## src/rtl/mso_cic_pkg.sv

```systemverilog
// Shared limits and helpers for the multichannel CIC comb cascade.
package mso_cic_pkg;

  localparam int MAX_N = 8;
  localparam int MAX_D = 4;
  localparam int MAX_C = 16;

  function automatic int ch_width(input int c);
    return (c > 1) ? $clog2(c) : 1;
  endfunction

  // Half of one output LSB, expressed at the internal width; zero when no bits are dropped.
  function automatic longint unsigned round_const(input int w, input int out_w);
    return (w > out_w) ? (64'd1 << (w - out_w - 1)) : 64'd0;
  endfunction

endpackage

```

## src/rtl/cic_comb_mc_stage.sv

```systemverilog
// One multichannel comb stage: y[n] = x[n] - x[n-D] per channel, one register deep.
module cic_comb_mc_stage
  import mso_cic_pkg::*;
#(
  parameter int D = 1,
  parameter int C = 1,
  parameter int W = 24,
  localparam int CW = ch_width(C)
) (
  input  logic                 clk,
  input  logic                 rst,
  input  logic                 in_valid,
  input  logic [CW-1:0]        in_ch,
  input  logic signed [W-1:0]  in_x,
  output logic                 out_valid,
  output logic [CW-1:0]        out_ch,
  output logic signed [W-1:0]  out_x
);

  logic signed [W-1:0] hist [C][D];
  logic signed [W-1:0] oldest;
  logic [C-1:0]        hit;

  // Only in-range channels can raise a hit, so out-of-range indices behave as bubbles.
  always_comb begin
    oldest = '0;
    hit    = '0;
    for (int c = 0; c < C; c++) begin
      if (in_ch == CW'(c)) begin
        oldest = hist[c][D-1];
        hit[c] = in_valid;
      end
    end
  end

  always_ff @(posedge clk or posedge rst) begin
    if (rst) begin
      for (int c = 0; c < C; c++) begin
        for (int k = 0; k < D; k++) begin
          hist[c][k] <= '0;
        end
      end
      out_valid <= 1'b0;
      out_ch    <= '0;
      out_x     <= '0;
    end else begin
      out_valid <= |hit;
      out_ch    <= in_ch;
      out_x     <= in_x - oldest;
      for (int c = 0; c < C; c++) begin
        if (hit[c]) begin
          hist[c][0] <= in_x;
          for (int k = 1; k < D; k++) begin
            hist[c][k] <= hist[c][k-1];
          end
        end
      end
    end
  end

endmodule

```

## src/rtl/cic_comb_cascade.sv

```systemverilog
// N-stage multichannel CIC comb cascade with registered MSB-reduced output.
// Define CIC_COMB_ROUND_EN for round-half-up output reduction; default is truncation.
module cic_comb_cascade
  import mso_cic_pkg::*;
#(
  parameter int N     = 3,
  parameter int D     = 1,
  parameter int C     = 1,
  parameter int W     = 24,
  parameter int OUT_W = 12,
  localparam int CW   = ch_width(C)
) (
  input  logic                    clk,
  input  logic                    rst,
  input  logic                    in_valid,
  input  logic [CW-1:0]           in_ch,
  input  logic signed [W-1:0]     in_x,
  output logic                    out_valid,
  output logic [CW-1:0]           out_ch,
  output logic signed [OUT_W-1:0] out_y
);

  localparam int SH = W - OUT_W;

`ifdef CIC_COMB_ROUND_EN
  localparam logic [W-1:0] RND = W'(round_const(W, OUT_W));
`else
  localparam logic [W-1:0] RND = '0;
`endif

  logic [N:0]               vld;
  logic [N:0][CW-1:0]       ch;
  logic [N:0][W-1:0]        dat;

  assign vld[0] = in_valid;
  assign ch[0]  = in_ch;
  assign dat[0] = in_x;

  for (genvar s = 0; s < N; s++) begin : g_stage
    cic_comb_mc_stage #(
      .D (D),
      .C (C),
      .W (W)
    ) u_stage (
      .clk       (clk),
      .rst       (rst),
      .in_valid  (vld[s]),
      .in_ch     (ch[s]),
      .in_x      (dat[s]),
      .out_valid (vld[s+1]),
      .out_ch    (ch[s+1]),
      .out_x     (dat[s+1])
    );
  end

  // The rounding add wraps at W bits, so the kept MSBs wrap modulo 2^OUT_W.
  always_ff @(posedge clk or posedge rst) begin
    if (rst) begin
      out_valid <= 1'b0;
      out_ch    <= '0;
      out_y     <= '0;
    end else begin
      out_valid <= vld[N];
      out_ch    <= ch[N];
      out_y     <= OUT_W'((dat[N] + RND) >> SH);
    end
  end

endmodule

```

## config.mk

```make
export PLATFORM = sky130hd
export DESIGN_NAME = cic_comb_cascade
export DESIGN_NICKNAME = d
export VERILOG_FILES = /design/src/rtl/mso_cic_pkg.sv /design/src/rtl/cic_comb_mc_stage.sv /design/src/rtl/cic_comb_cascade.sv
export SDC_FILE = /design/constraint.sdc
export NUM_CORES = 1
export LEC_CHECK = 0
export ABC_AREA = 0
export BUFFER_PORTS_ARGS = -buffer_cell sky130_fd_sc_hd__buf_2
export CAP_MARGIN = 20
export CORE_ASPECT_RATIO = 1.5
export CORE_MARGIN = 2
export CORE_UTILIZATION = 45
export CTS_CLUSTER_DIAMETER = 200
export DETAILED_ROUTE_END_ITERATION = 12
export GPL_ROUTABILITY_DRIVEN = 0
export HOLD_SLACK_MARGIN = 0.06
export PLACE_DENSITY = 0.58
export SETUP_SLACK_MARGIN = 0.4
export SYNTH_ARGS = -nofsm -noshare
export SYNTH_HDL_FRONTEND = slang
export SYNTH_SLANG_ARGS = --single-unit
```

## constraint.sdc

```tcl
create_clock -name clk -period 12.2 [get_ports clk]
set_clock_uncertainty 0.05 [all_clocks]
set_input_delay 1.83 -clock clk [delete_from_list [all_inputs] [get_ports clk]]
set_output_delay 1.83 -clock clk [all_outputs]
set_load 0.02 [all_outputs]
```

==> qor.json, run 1 <==
{
  "cts": {
    "max-clock-path-buffers": 2,
    "cts_max_level": 4,
    "clk_latency_ns": 0.42,
    "clockRootBuffer": "sky130_fd_sc_hd__clkbuf_16",
    "clock_tree_from_tritoncts": "done",
    "post-cts-setup-buffer-count": 0,
    "post_cts_hold_buffer_count": 0,
    "cts_buffers": 17,
    "cts-resized-gates": 0,
    "clkSinkCount": 152,
    "clock_edge_transition_at_the_registers_on_the_reported_setup_and_hold_paths_ns": 0.06
  },
  "synthesis": {
    "synth.net_count": 865,
    "post_synth_num_cell_types": 61,
    "postSynthRegisterBits": 152,
    "synth_seq_area_share_pct": 45.1,
    "synthesis.instances": 765,
    "postSynth.topFlopCell": "sky130_fd_sc_hd__dfrtp_1",
    "syn-mean-instance-area_sq_um": 11.0,
    "synth_area_sq_mm": 0.00843,
    "async_reset_ff_share_pct": 100,
    "synth.yosys.warnings": 0,
    "synth_edf_count": 0
  },
  "cells_and_area": {
    "nFillCells": 1674,
    "final-instance-count-excl-fill": 1070,
    "area_taken_by_multi_input_logic_gates_sq_mm": 0.00447,
    "final_util_pct": 51.5,
    "layout_commonest_cell": "sky130_fd_sc_hd__dfrtp_1",
    "most-common-layout-cells": "152 x sky130_fd_sc_hd__dfrtp_1, 72 x sky130_fd_sc_hd__mux2_2, 71 x sky130_fd_sc_hd__nand2b_1, 70 x sky130_fd_sc_hd__ha_1, 44 x sky130_fd_sc_hd__a21oi_1",
    "post_route_cells_drive_above_1_share_pct": 19.2,
    "area.sequential_sq_mm": 0.00380,
    "nets": 905,
    "final_area_sq_mm": 0.00951,
    "areaGrowthSynthToFinish_pct": 12.8,
    "n_antenna_cell": 0
  },
  "worst_setup_path": {
    "crit-reg2reg-capture": "g_stage[2].u_stage.out_x[23]$_DFF_PP0_",
    "timing.reg2reg.setup_slack_ns": 8.86,
    "setup.worst_path.class": "input port to flop",
    "worst_setup_path_start_kind": "input port",
    "worst_r2r_startpoint": "g_stage[1].u_stage.out_ch$_DFF_PP0_",
    "worstPathMaxFanout": 26,
    "critical_path_arrival_ns": 4.38,
    "r2r.worst_path.cells": 9,
    "critPathRequiredTime_ns": 12.44,
    "worst_setup_path_end_kind": "flop"
  },
  "drt": {
    "num_vias": 5667,
    "viasPerCell": 5.30,
    "first_pass_iteration_count_of_the_detailed_router": 4,
    "drc": 0,
    "route.antenna.remaining_nets": 0,
    "average_wire_per_standard_cell_microns": 13.8,
    "drt_first_iter_violations": 139,
    "detailed_route_wire_length_microns": 14800
  },
  "global_route": {
    "maximum_number_of_pins_on_one_net_before_global_route_repair": 79,
    "overflow": 0,
    "first_global_vias": 5880,
    "antenna_found_initial": 0,
    "grtUsageTotal_pct": 16.6,
    "grt_first_pass_wirelength_microns": 26500
  },
  "timing": {
    "layout_worst_path_cycle_share_pct": 33.9,
    "worst_slew_margin_rel_pct": 31.2,
    "final_setup_violation_count": 0,
    "setup_repair_after_global_routing_missed_its_margin": "false",
    "slew_viol_final": 0,
    "worst_max_slew_pin_slew_ns": 1.03,
    "finalHoldViolations": 0,
    "setup_total_negative_slack_ns": 0,
    "final_period_minus_worst_setup_slack_ns": 4.14,
    "max_freq_mhz": 242
  },
  "floorplanning": {
    "design.die.area_sq_mm": 0.0199,
    "chipHeight_microns": 172,
    "design.core.area_sq_mm": 0.0185,
    "rows": 61,
    "floorplan.die.width_microns": 116,
    "floorplan.initialDensity_pct": 45.6,
    "io_pins": 42
  },
  "worst_hold_path": {
    "timing.hold.worst.start": "g_stage[2].u_stage.out_valid$_DFF_PP0_",
    "min_to": "out_valid$_DFF_PP0_",
    "timing.hold.worst.class": "flop to flop",
    "min_delay_path_depth": 0
  },
  "job": {
    "timing.max_cap.violations": 0
  },
  "power": {
    "power_density_mw_per_mm2": 241,
    "p_total_uw": 2290,
    "ir_worst_vdd_mv": 0.0764,
    "total_leakage_power_uw": 0.00413
  },
  "place": {
    "numPlacedInstances": 1037,
    "placed_cell_area_sq_mm": 0.00891,
    "hpwlAfterDp_microns": 11100,
    "port_buffers": 41
  },
  "outcome": {
    "status": "complete, no violations"
  }
}
[cells by family (layout without fill, tap and decap cells)]
| logic type | after synthesis | in the layout | share of synthesized area [%] |
|---|---|---|---|
| and+or+nand+nor | 212 | 212 | 13.8 |
| AOI/OAI and AO/OA | 163 | 163 | 13.3 |
| DFF | 152 | 152 | 45.1 |
| muxes | 73 | 73 | 9.74 |
| adders and majority gates | 72 | 72 | 10.9 |
| xor gates and xnor gates | 50 | 50 | 5.20 |
| buffers and inverters | 43 | 96 | 1.91 |
[per-stage QoR]
stage	hold slack, ns	setup slack (ns)
floorplan	0.281	6.23
global placement	0.283	7.70
detailed placement	0.285	7.62
CTS	0.299	8.07
global route	0.306	7.87
finish	0.297	8.06
[power breakdown]
part	switching [uW]	internal [uW]	total (uW)
registers	87.6	704	791
logic	535	464	1000
clock network	205	294	499
total	828	1460	2290
[worst max-delay path by stage]
stage	start	endpoint	slack [ns]	depth (start not counted)
after floorplan	rst	g_stage[0].u_stage.hist[0]$_DFFE_PP0P_	6.23	1
after detailed placement	in_ch	g_stage[0].u_stage.out_x[17]$_DFF_PP0_	7.62	10
after global routing	in_ch	g_stage[0].u_stage.out_x[17]$_DFF_PP0_	7.87	10
final	in_ch	g_stage[0].u_stage.out_x[17]$_DFF_PP0_	8.06	10
after CTS	in_ch	g_stage[0].u_stage.out_x[17]$_DFF_PP0_	8.07	10
after global placement	in_ch	g_stage[0].u_stage.out_x[21]$_DFF_PP0_	7.70	10
[registers in the layout, indices dropped and copies added, names as in the netlist]
signal,flops
out_valid,1
g_stage.u_stage.out_valid,3
g_stage.u_stage.out_ch,3
out_y,12
g_stage.u_stage.out_x,60
g_stage.u_stage.hist,72
out_ch,1
[routing by layer]
metal	vias up	routed length [microns]	track usage, %
met5	-	0	0
met4	0	292	7.14
met3	28	425	3.59
met2	98	7950	30.1
met1	2707	6090	18.5
li1	2834	-	-
[synth_stat cells, drive strengths merged, types with 3 or more instances]
library cell	count	area [sq um]
nand2	22	82.6
mux2	72	811
clkbuf	17	63.8
and3	6	37.5
inv	19	71.3
o31a	3	26.3
a31oi	9	56.3
a21oi	44	220
o21bai	6	45.0
nand3b	3	22.5
a211oi	6	45.0
nor2b	18	113
or3	4	25.0
nand3	11	55.1
xnor2	36	315
dfrtp	152	3800
nor2	40	150
buf	7	26.3
ha	70	876
a221oi	3	32.5
nor3	15	75.1
o211ai	6	45.0
o21ai	21	105
a221o	4	40.0
o21a	12	90.1
a21o	21	158
a311o	4	40.0
and4	5	43.8
nand4	6	37.5
nand2b	71	444
and2	4	25.0
a311oi	3	26.3
xor2	14	123
[critical path, cell delays in order]
cell,delay [ns]
sky130_fd_sc_hd__buf_2,0.22
sky130_fd_sc_hd__nand2b_1,0.19
sky130_fd_sc_hd__ha_1,0.37
sky130_fd_sc_hd__and2_1,0.19
sky130_fd_sc_hd__a221o_1,0.31
sky130_fd_sc_hd__a221o_1,0.36
sky130_fd_sc_hd__o2bb2ai_1,0.21
sky130_fd_sc_hd__a21boi_1,0.30
sky130_fd_sc_hd__nor3_1,0.08
sky130_fd_sc_hd__a311o_1,0.33
[area by class of cell]
| class | count | area share [%] |
|---|---|---|
| repair buffers | 45 | 2.84 |
| well taps | 252 | 3.32 |
| clock buffers | 20 | 4.80 |
| clock inverters | 12 | 1.24 |
| inverters | 19 | 0.803 |
| flip-flops and latches | 152 | 40.0 |
| multi-input cells | 570 | 47.0 |
(Power assumes the default switching activity.)
==> inputs of run 2 (changes only) <==
- PLACE_DENSITY: 0.58 -> 0.6
- clock period: 12.2 -> 3.7 ns (I/O delays scaled with it)
==> qor.json, run 2 (synthesized netlist as in run 1, its figures left out) <==
{
  "outcome": {
    "status": "complete, no violations"
  },
  "worst_setup_path": {
    "worst_setup_path_start_kind": "flop",
    "setup.worst_path.class": "flop to flop",
    "critPathRequiredTime": {"value": 3.95, "unit": "ns", "change": "-8.49 ns"},
    "timing.reg2reg.setup_slack": {"value": 0.65, "unit": "ns", "change": "-8.21 ns"},
    "worst_setup_path_end_kind": "flop",
    "r2r.worst_path.cells": {"value": 9, "change": "unchanged"},
    "worst_r2r_startpoint": "g_stage[1].u_stage.out_ch$_DFF_PP0_",
    "crit-reg2reg-capture": "g_stage[2].u_stage.out_x[21]$_DFF_PP0_",
    "critical_path_arrival": {"value": 3.30, "unit": "ns", "change": "-1.08 ns"},
    "worstPathMaxFanout": {"value": 15, "change": "-42%"}
  },
  "timing": {
    "worst_max_slew_pin_slew": {"value": 1.06, "unit": "ns", "change": "+0.0248 ns"},
    "layout_worst_path_cycle_share_pct": 82.4,
    "final_period_minus_worst_setup_slack_ns": 3.05,
    "worst_slew_margin_rel": {"value": 29.6, "unit": "%", "change": "-1.7 points"},
    "slew_viol_final": {"value": 0, "change": "unchanged"},
    "finalHoldViolations": {"value": 0, "change": "unchanged"},
    "final_setup_violation_count": {"value": 0, "change": "unchanged"},
    "setup_total_negative_slack": {"value": 0, "unit": "ns", "change": "unchanged"},
    "max_freq_mhz": 328,
    "setup_repair_after_global_routing_missed_its_margin": "false"
  },
  "floorplanning": {
    "io_pins": {"value": 42, "change": "unchanged"},
    "rows": {"value": 61, "change": "unchanged"},
    "design.die.area": {"value": 0.0199, "unit": "sq mm", "change": "unchanged"},
    "floorplan.die.width": {"value": 116, "unit": "microns", "change": "unchanged"},
    "floorplan.initialDensity": {"value": 45.6, "unit": "%", "change": "unchanged"},
    "design.core.area": {"value": 0.0185, "unit": "sq mm", "change": "unchanged"},
    "chipHeight": {"value": 172, "unit": "microns", "change": "unchanged"}
  },
  "cts": {
    "clock_edge_transition_at_the_registers_on_the_reported_setup_and_hold_paths": {"value": 0.06, "unit": "ns", "change": "about the same"},
    "clk_latency": {"value": 0.42, "unit": "ns", "change": "about the same"},
    "cts-resized-gates": {"value": 0, "change": "unchanged"},
    "cts_max_level": {"value": 4, "change": "unchanged"},
    "post-cts-setup-buffer-count": {"value": 0, "change": "unchanged"},
    "clock_tree_from_tritoncts": "done",
    "clockRootBuffer": "sky130_fd_sc_hd__clkbuf_16",
    "clkSinkCount": {"value": 152, "change": "unchanged"},
    "post_cts_hold_buffer_count": {"value": 0, "change": "unchanged"},
    "max-clock-path-buffers": {"value": 2, "change": "unchanged"},
    "cts_buffers": {"value": 17, "change": "unchanged"}
  },
  "cells_and_area": {
    "max_flop_register": "g_stage.u_stage.hist",
    "n_antenna_cell": {"value": 0, "change": "unchanged"},
    "nFillCells": {"value": 1687, "change": "+0.78%"},
    "layout_commonest_cell": "sky130_fd_sc_hd__dfrtp_1",
    "final_area": {"value": 0.00953, "unit": "sq mm", "change": "+0.24%"},
    "final_util": {"value": 51.6, "unit": "%", "change": "+0.12 points"},
    "largest_register_ffs": {"value": 72, "change": "unchanged"},
    "post_route_cells_drive_above_1_share": {"value": 19.6, "unit": "%", "change": "+0.44 points"},
    "most-common-layout-cells": "151 x sky130_fd_sc_hd__dfrtp_1, 72 x sky130_fd_sc_hd__mux2_2, 71 x sky130_fd_sc_hd__nand2b_1, 70 x sky130_fd_sc_hd__ha_1, 44 x sky130_fd_sc_hd__a21oi_1",
    "areaGrowthSynthToFinish_pct": 13.1,
    "area_taken_by_multi_input_logic_gates": {"value": 0.00448, "unit": "sq mm", "change": "+0.14%"},
    "nets": {"value": 908, "change": "+0.33%"},
    "area.sequential": {"value": 0.00380, "unit": "sq mm", "change": "about the same"},
    "reg_top3": "g_stage.u_stage.hist (72), g_stage.u_stage.out_x (60), out_y (12)"
  },
  "global_route": {
    "antenna_found_initial": {"value": 0, "change": "unchanged"},
    "maximum_number_of_pins_on_one_net_before_global_route_repair": {"value": 153, "change": "+94%"},
    "grt_first_pass_wirelength": {"value": 26300, "unit": "microns", "change": "-0.75%"},
    "first_global_vias": {"value": 5889, "change": "+0.15%"},
    "grtUsageTotal": {"value": 16.4, "unit": "%", "change": "-0.19 points"},
    "overflow": {"value": 0, "change": "unchanged"}
  },
  "power": {
    "total_leakage_power": {"value": 0.00413, "unit": "uW", "change": "about the same"},
    "p_total": {"value": 7640, "unit": "uW", "change": "+230%"},
    "pwr-share-comb": {"value": 43.7, "unit": "%", "change": "about the same"},
    "p_clk_share": {"value": 22.1, "unit": "%", "change": "+0.3 points"},
    "p_sw_share": {"value": 35.6, "unit": "%", "change": "-0.60 points"},
    "power.net_switching": {"value": 2720, "unit": "uW", "change": "+230%"},
    "power_density": {"value": 802, "unit": "mW/mm^2", "change": "+230%"},
    "ir_worst_vdd": {"value": 0.292, "unit": "mV", "change": "+280%"},
    "power.share.sequential": {"value": 34.1, "unit": "%", "change": "-0.4 points"},
    "p_int": {"value": 4930, "unit": "uW", "change": "+240%"}
  },
  "drt": {
    "num_vias": {"value": 5668, "change": "+0.018%"},
    "viasPerCell": {"value": 5.29, "change": "-0.17%"},
    "drt_first_iter_violations": {"value": 126, "change": "-9.4%"},
    "drc": {"value": 0, "change": "unchanged"},
    "detailed_route_wire_length": {"value": 14800, "unit": "microns", "change": "about the same"},
    "average_wire_per_standard_cell": {"value": 13.8, "unit": "microns", "change": "-0.11%"},
    "first_pass_iteration_count_of_the_detailed_router": {"value": 4, "change": "unchanged"},
    "route.antenna.remaining_nets": {"value": 0, "change": "unchanged"}
  },
  "place": {
    "hpwlAfterDp": {"value": 11000, "unit": "microns", "change": "-1.7%"},
    "port_buffers": {"value": 41, "change": "unchanged"},
    "placed_cell_area": {"value": 0.00893, "unit": "sq mm", "change": "+0.30%"}
  },
  "worst_hold_path": {
    "min_delay_path_depth": {"value": 0, "change": "unchanged"},
    "timing.hold.worst.class": "flop to flop",
    "min_to": "out_y[1]$_DFF_PP0_",
    "timing.hold.worst.start": "g_stage[2].u_stage.out_x[13]$_DFF_PP0_"
  },
  "job": {
    "timing.max_cap.violations": {"value": 0, "change": "unchanged"}
  }
}
==> run 2: cell count changes in the layout (fill, tap and decap cells not counted), sizes merged <==
cell and change:
buf +3, inv -3, clkinvlp +3, bufinv +1, clkinv -3, clkbuf +1
==> run 2: how the worst max path moves through the flow <==
stage / end / from / depth (start not counted) / slack [ns]
finish: g_stage[2].u_stage.out_x[21]$_DFF_PP0_ / g_stage[1].u_stage.out_ch$_DFF_PP0_ / 9 / 0.65
global route: g_stage[2].u_stage.out_x[21]$_DFF_PP0_ / g_stage[1].u_stage.out_ch$_DFF_PP0_ / 9 / 0.43
CTS: g_stage[1].u_stage.out_x[17]$_DFF_PP0_ / g_stage[0].u_stage.out_ch$_DFF_PP0_ / 9 / 0.60
detailed placement: g_stage[0].u_stage.out_x[21]$_DFF_PP0_ / in_ch / 10 / 0.36
global placement: g_stage[0].u_stage.out_x[21]$_DFF_PP0_ / in_ch / 10 / 0.47
floorplan: g_stage[0].u_stage.out_x[21]$_DFF_PP0_ / in_ch / 10 / 0.75
==> run 2: per-stage QoR <==
stage | hold WS [ns] | instances | setup slack (ns)
after floorplan | 0.281 | 765 | 0.747
after global placement | 0.281 | 1041 | 0.465
after detailed placement | 0.286 | 1041 | 0.363
after CTS | 0.299 | 1072 | 0.603
after global routing | 0.306 | 1072 | 0.431
final | 0.295 | 1072 | 0.652
==> run 2: worst max-delay path: stages, from the launching register on <==
cell and delay, ns:
sky130_fd_sc_hd__dfrtp_1 0.51, sky130_fd_sc_hd__nand2b_1 0.22, sky130_fd_sc_hd__ha_1 0.31, sky130_fd_sc_hd__and3_1 0.20
sky130_fd_sc_hd__a221oi_2 0.34, sky130_fd_sc_hd__nor3b_2 0.33, sky130_fd_sc_hd__o221ai_2 0.22, sky130_fd_sc_hd__a311o_1 0.43
sky130_fd_sc_hd__a311oi_1 0.27, sky130_fd_sc_hd__nor2_1 0.06
==> run 2: cell type report <==
class	instances	share of cell area [%]
clock inverter	10	1.26
clock buffer	21	4.94
inverter	19	0.788
multi-input combinational	570	47.0
sequential	152	39.9
timing repair buffer	48	2.84
tap	252	3.31
==> run 2: power by group through the flow <==
| stage | sequential [uW] | clock [uW] | combinational, uW |
|---|---|---|---|
| floorplan | 2650 | 0 | 2570 |
| global placement | 2620 | 0 | 3210 |
| detailed placement | 2640 | 0 | 3320 |
| CTS | 2620 | 1750 | 3340 |
| global route | 2690 | 1820 | 3760 |
| finish | 2610 | 1690 | 3340 |
==> run 2: per-layer routing <==
layer / global-route usage [%] / part of all wire, % / wire [microns]
met1: 17.7 / 41 / 6060
met3: 2.43 / 2.1 / 309
met2: 29.9 / 53 / 7800
met4: 9.73 / 4.0 / 595
met5: 0 / 0 / 0
==> inputs of run 3 (changes only) <==
- clock period: 3.7 -> 2.7 ns (I/O delays scaled with it)
==> qor.json, run 3 (synthesized netlist as in run 1, its figures left out) <==
{
  "floorplanning": {
    "design.die.area": {"value": 0.0199, "unit": "sq mm", "change": "unchanged"},
    "io_pins": {"value": 42, "change": "unchanged"},
    "chipHeight": {"value": 172, "unit": "microns", "change": "unchanged"},
    "floorplan.initialDensity": {"value": 45.6, "unit": "%", "change": "unchanged"},
    "floorplan.die.width": {"value": 116, "unit": "microns", "change": "unchanged"},
    "design.core.area": {"value": 0.0185, "unit": "sq mm", "change": "unchanged"},
    "rows": {"value": 61, "change": "unchanged"}
  },
  "timing": {
    "setup_repair_after_global_routing_missed_its_margin": "true",
    "final_setup_violation_count": {"value": 0, "change": "unchanged"},
    "final.hold.worst_slack": {"value": 0.190, "unit": "ns", "change": "-0.105 ns"},
    "slew_viol_final": {"value": 0, "change": "unchanged"},
    "worst_slew_margin_rel": {"value": 65.3, "unit": "%", "change": "+36 points"},
    "setup_total_negative_slack": {"value": 0, "unit": "ns", "change": "unchanged"},
    "finalHoldViolations": {"value": 0, "change": "unchanged"},
    "final_period_minus_worst_setup_slack": {"value": 2.65, "unit": "ns", "change": "-0.400 ns"},
    "worst_max_slew_pin_slew": {"value": 0.520, "unit": "ns", "change": "-0.536 ns"},
    "layout_worst_path_cycle_share": {"value": 98.1, "unit": "%", "change": "+16 points"},
    "max_freq": {"value": 378, "unit": "MHz", "change": "+15%"}
  },
  "power": {
    "power.share.sequential": {"value": 29.5, "unit": "%", "change": "-4.6 points"},
    "power_density": {"value": 1110, "unit": "mW/mm^2", "change": "+39%"},
    "p_int": {"value": 8010, "unit": "uW", "change": "+63%"},
    "p_clk_share": {"value": 17.1, "unit": "%", "change": "-5.0 points"},
    "power.net_switching": {"value": 4590, "unit": "uW", "change": "+69%"},
    "total_leakage_power": {"value": 0.00484, "unit": "uW", "change": "+17%"},
    "pwr-share-comb": {"value": 53.3, "unit": "%", "change": "+9.6 points"},
    "ir_worst_vdd": {"value": 0.415, "unit": "mV", "change": "+42%"},
    "p_sw_share": {"value": 36.4, "unit": "%", "change": "+0.86 points"}
  },
  "cts": {
    "max-clock-path-buffers": {"value": 2, "change": "unchanged"},
    "cts_buffers": {"value": 17, "change": "unchanged"},
    "cts_max_level": {"value": 4, "change": "unchanged"},
    "clk_latency": {"value": 0.41, "unit": "ns", "change": "about the same"},
    "clockRootBuffer": "sky130_fd_sc_hd__clkbuf_16",
    "clock_edge_transition_at_the_registers_on_the_reported_setup_and_hold_paths": {"value": 0.06, "unit": "ns", "change": "about the same"},
    "clkSinkCount": {"value": 152, "change": "unchanged"},
    "clock_tree_from_tritoncts": "done"
  },
  "job": {
    "timing.max_cap.violations": {"value": 0, "change": "unchanged"}
  },
  "cells_and_area": {
    "max_flop_register": "g_stage.u_stage.hist",
    "most-common-layout-cells": "150 x sky130_fd_sc_hd__dfrtp_1, 74 x sky130_fd_sc_hd__buf_4, 72 x sky130_fd_sc_hd__mux2_2, 49 x sky130_fd_sc_hd__nand2b_1, 41 x sky130_fd_sc_hd__buf_2",
    "layout_commonest_cell": "sky130_fd_sc_hd__dfrtp_1",
    "final_area": {"value": 0.0113, "unit": "sq mm", "change": "+19%"},
    "final-instance-count-excl-fill": {"value": 1165, "change": "+8.7%"},
    "areaGrowthSynthToFinish_pct": 34.5,
    "largest_register_ffs": {"value": 72, "change": "unchanged"},
    "post_route_cells_drive_above_1_share": {"value": 41.8, "unit": "%", "change": "+22 points"},
    "n_antenna_cell": {"value": 0, "change": "unchanged"},
    "nets": {"value": 1001, "change": "+10%"},
    "reg_top3": "g_stage.u_stage.hist (72), g_stage.u_stage.out_x (60), out_y (12)"
  },
  "global_route": {
    "grt_first_pass_wirelength": {"value": 29200, "unit": "microns", "change": "+11%"},
    "overflow": {"value": 0, "change": "unchanged"},
    "first_global_vias": {"value": 6512, "change": "+11%"},
    "grtUsageTotal": {"value": 18.3, "unit": "%", "change": "+1.9 points"},
    "antenna_found_initial": {"value": 0, "change": "unchanged"},
    "maximum_number_of_pins_on_one_net_before_global_route_repair": {"value": 94, "change": "-39%"}
  },
  "drt": {
    "viasPerCell": {"value": 5.23, "change": "-1.1%"},
    "drt_first_iter_violations": {"value": 162, "change": "+29%"},
    "route.antenna.remaining_nets": {"value": 0, "change": "unchanged"},
    "num_vias": {"value": 6093, "change": "+7.5%"},
    "average_wire_per_standard_cell": {"value": 14.7, "unit": "microns", "change": "+6.8%"},
    "detailed_route_wire_length": {"value": 17100, "unit": "microns", "change": "+16%"},
    "drc": {"value": 0, "change": "unchanged"},
    "first_pass_iteration_count_of_the_detailed_router": {"value": 4, "change": "unchanged"}
  },
  "worst_setup_path": {
    "critical_path_arrival": {"value": 2.90, "unit": "ns", "change": "-0.40 ns"},
    "worst_setup_path_start_kind": "flop",
    "worstPathMaxFanout": {"value": 7, "change": "-8"},
    "critPathRequiredTime": {"value": 2.95, "unit": "ns", "change": "-1.00 ns"},
    "setup.worst_path.class": "flop to flop",
    "worst_setup_path_end_kind": "flop"
  },
  "place": {
    "placed_cell_area": {"value": 0.00972, "unit": "sq mm", "change": "+8.8%"},
    "numPlacedInstances": {"value": 1099, "change": "+5.6%"},
    "port_buffers": {"value": 41, "change": "unchanged"},
    "hpwlAfterDp": {"value": 12300, "unit": "microns", "change": "+12%"}
  },
  "outcome": {
    "status": "complete, no violations"
  },
  "worst_hold_path": {
    "timing.hold.worst.class": "input port to flop"
  }
}
[run 3: changes by cell type in the layout (fill, tap and decap cells not counted), moves of 5 or more]
cell	change
sky130_fd_sc_hd__ha_1	-30
sky130_fd_sc_hd__nand2b_1	-22
sky130_fd_sc_hd__nor3_1	-6
sky130_fd_sc_hd__a21oi_1	-14
sky130_fd_sc_hd__o21ai_0	-5
sky130_fd_sc_hd__buf_4	+68
sky130_fd_sc_hd__nor2b_1	-5
sky130_fd_sc_hd__nand2b_4	+22
sky130_fd_sc_hd__buf_6	+22
sky130_fd_sc_hd__a21oi_2	+12
sky130_fd_sc_hd__a31oi_1	-5
sky130_fd_sc_hd__ha_4	+27
[run 3: per-layer routing]
metal  vias to the layer above  track usage (%)  wire length [microns]
met4                         0             7.66                    444
li1                       3023                -                      -
met1                      2960             18.7                   6790
met5                         -                0                      0
met2                        83             35.7                   9590
met3                        27             3.17                    308
[run 3: through the flow]
step | total power [uW] | utilization, % | worst slack (ns)
after global routing | 13500 | 61.4 | -0.0542
after CTS | 11900 | 58.3 | 0.0402
after detailed placement | 9000 | 52.6 | -0.163
final | 12600 | 61.4 | 0.0526
after global placement | 8810 | 52.6 | -0.0985
after floorplan | 7520 | - | 0.0716
[run 3: timing repair]
action / CTS / global route
gates resized for setup: 73 / 77
setup endpoints to repair: 37 / 40
hold buffers: 1 / 0
endpoints found under the hold margin: 6 / 0
pin swaps: 49 / 52
setup buffers: 16 / 18
[run 3: layout make-up]
class                   instances  area (sq um)
clock buffers                  23           458
repair buffers                141          1070
well taps                     252           315
flip-flops and latches        152          3810
fillers                      1540          7130
multi-input cells             570          5530
clock inverters                 8          75.1
inverters                      19          75.1
[run 3: path summary, 6_finish.rpt]
check                                                  startpoint                                     end  slack [ns]  depth (start not counted)
setup / recovery              g_stage[1].u_stage.out_ch$_DFF_PP0_  g_stage[2].u_stage.out_x[21]$_DFF_PP0_        0.05                         10
min in group asynchronous                                     rst  g_stage[2].u_stage.out_valid$_DFF_PP0_        0.41                          3
setup reg to reg              g_stage[1].u_stage.out_ch$_DFF_PP0_  g_stage[2].u_stage.out_x[21]$_DFF_PP0_        0.05                         10
hold reg to reg            g_stage[2].u_stage.out_x[22]$_DFF_PP0_                     out_y[10]$_DFF_PP0_        0.30                          0
max in group asynchronous                                     rst     g_stage[0].u_stage.out_ch$_DFF_PP0_        1.42                          4
hold / removal                                            in_x[0]  g_stage[0].u_stage.hist[0]$_DFFE_PP0P_        0.19                          2
[run 3: power groups by stage]
stage	clock network, uW	logic (uW)	registers [uW]
after floorplan	0	3830	3700
after global placement	0	5140	3670
after detailed placement	0	5300	3700
after CTS	2230	5960	3680
after global routing	2340	7370	3840
final	2160	6720	3720
[run 3: critical path, stage by stage, from the launching register on]
cell,delay (ns)
sky130_fd_sc_hd__dfrtp_2,0.45
sky130_fd_sc_hd__buf_6,0.15
sky130_fd_sc_hd__nand2b_4,0.14
sky130_fd_sc_hd__ha_4,0.25
sky130_fd_sc_hd__and3_4,0.15
sky130_fd_sc_hd__a221oi_4,0.22
sky130_fd_sc_hd__nor3b_4,0.32
sky130_fd_sc_hd__o221ai_4,0.16
sky130_fd_sc_hd__a311o_1,0.33
sky130_fd_sc_hd__a311oi_1,0.22
sky130_fd_sc_hd__nor2_1,0.08
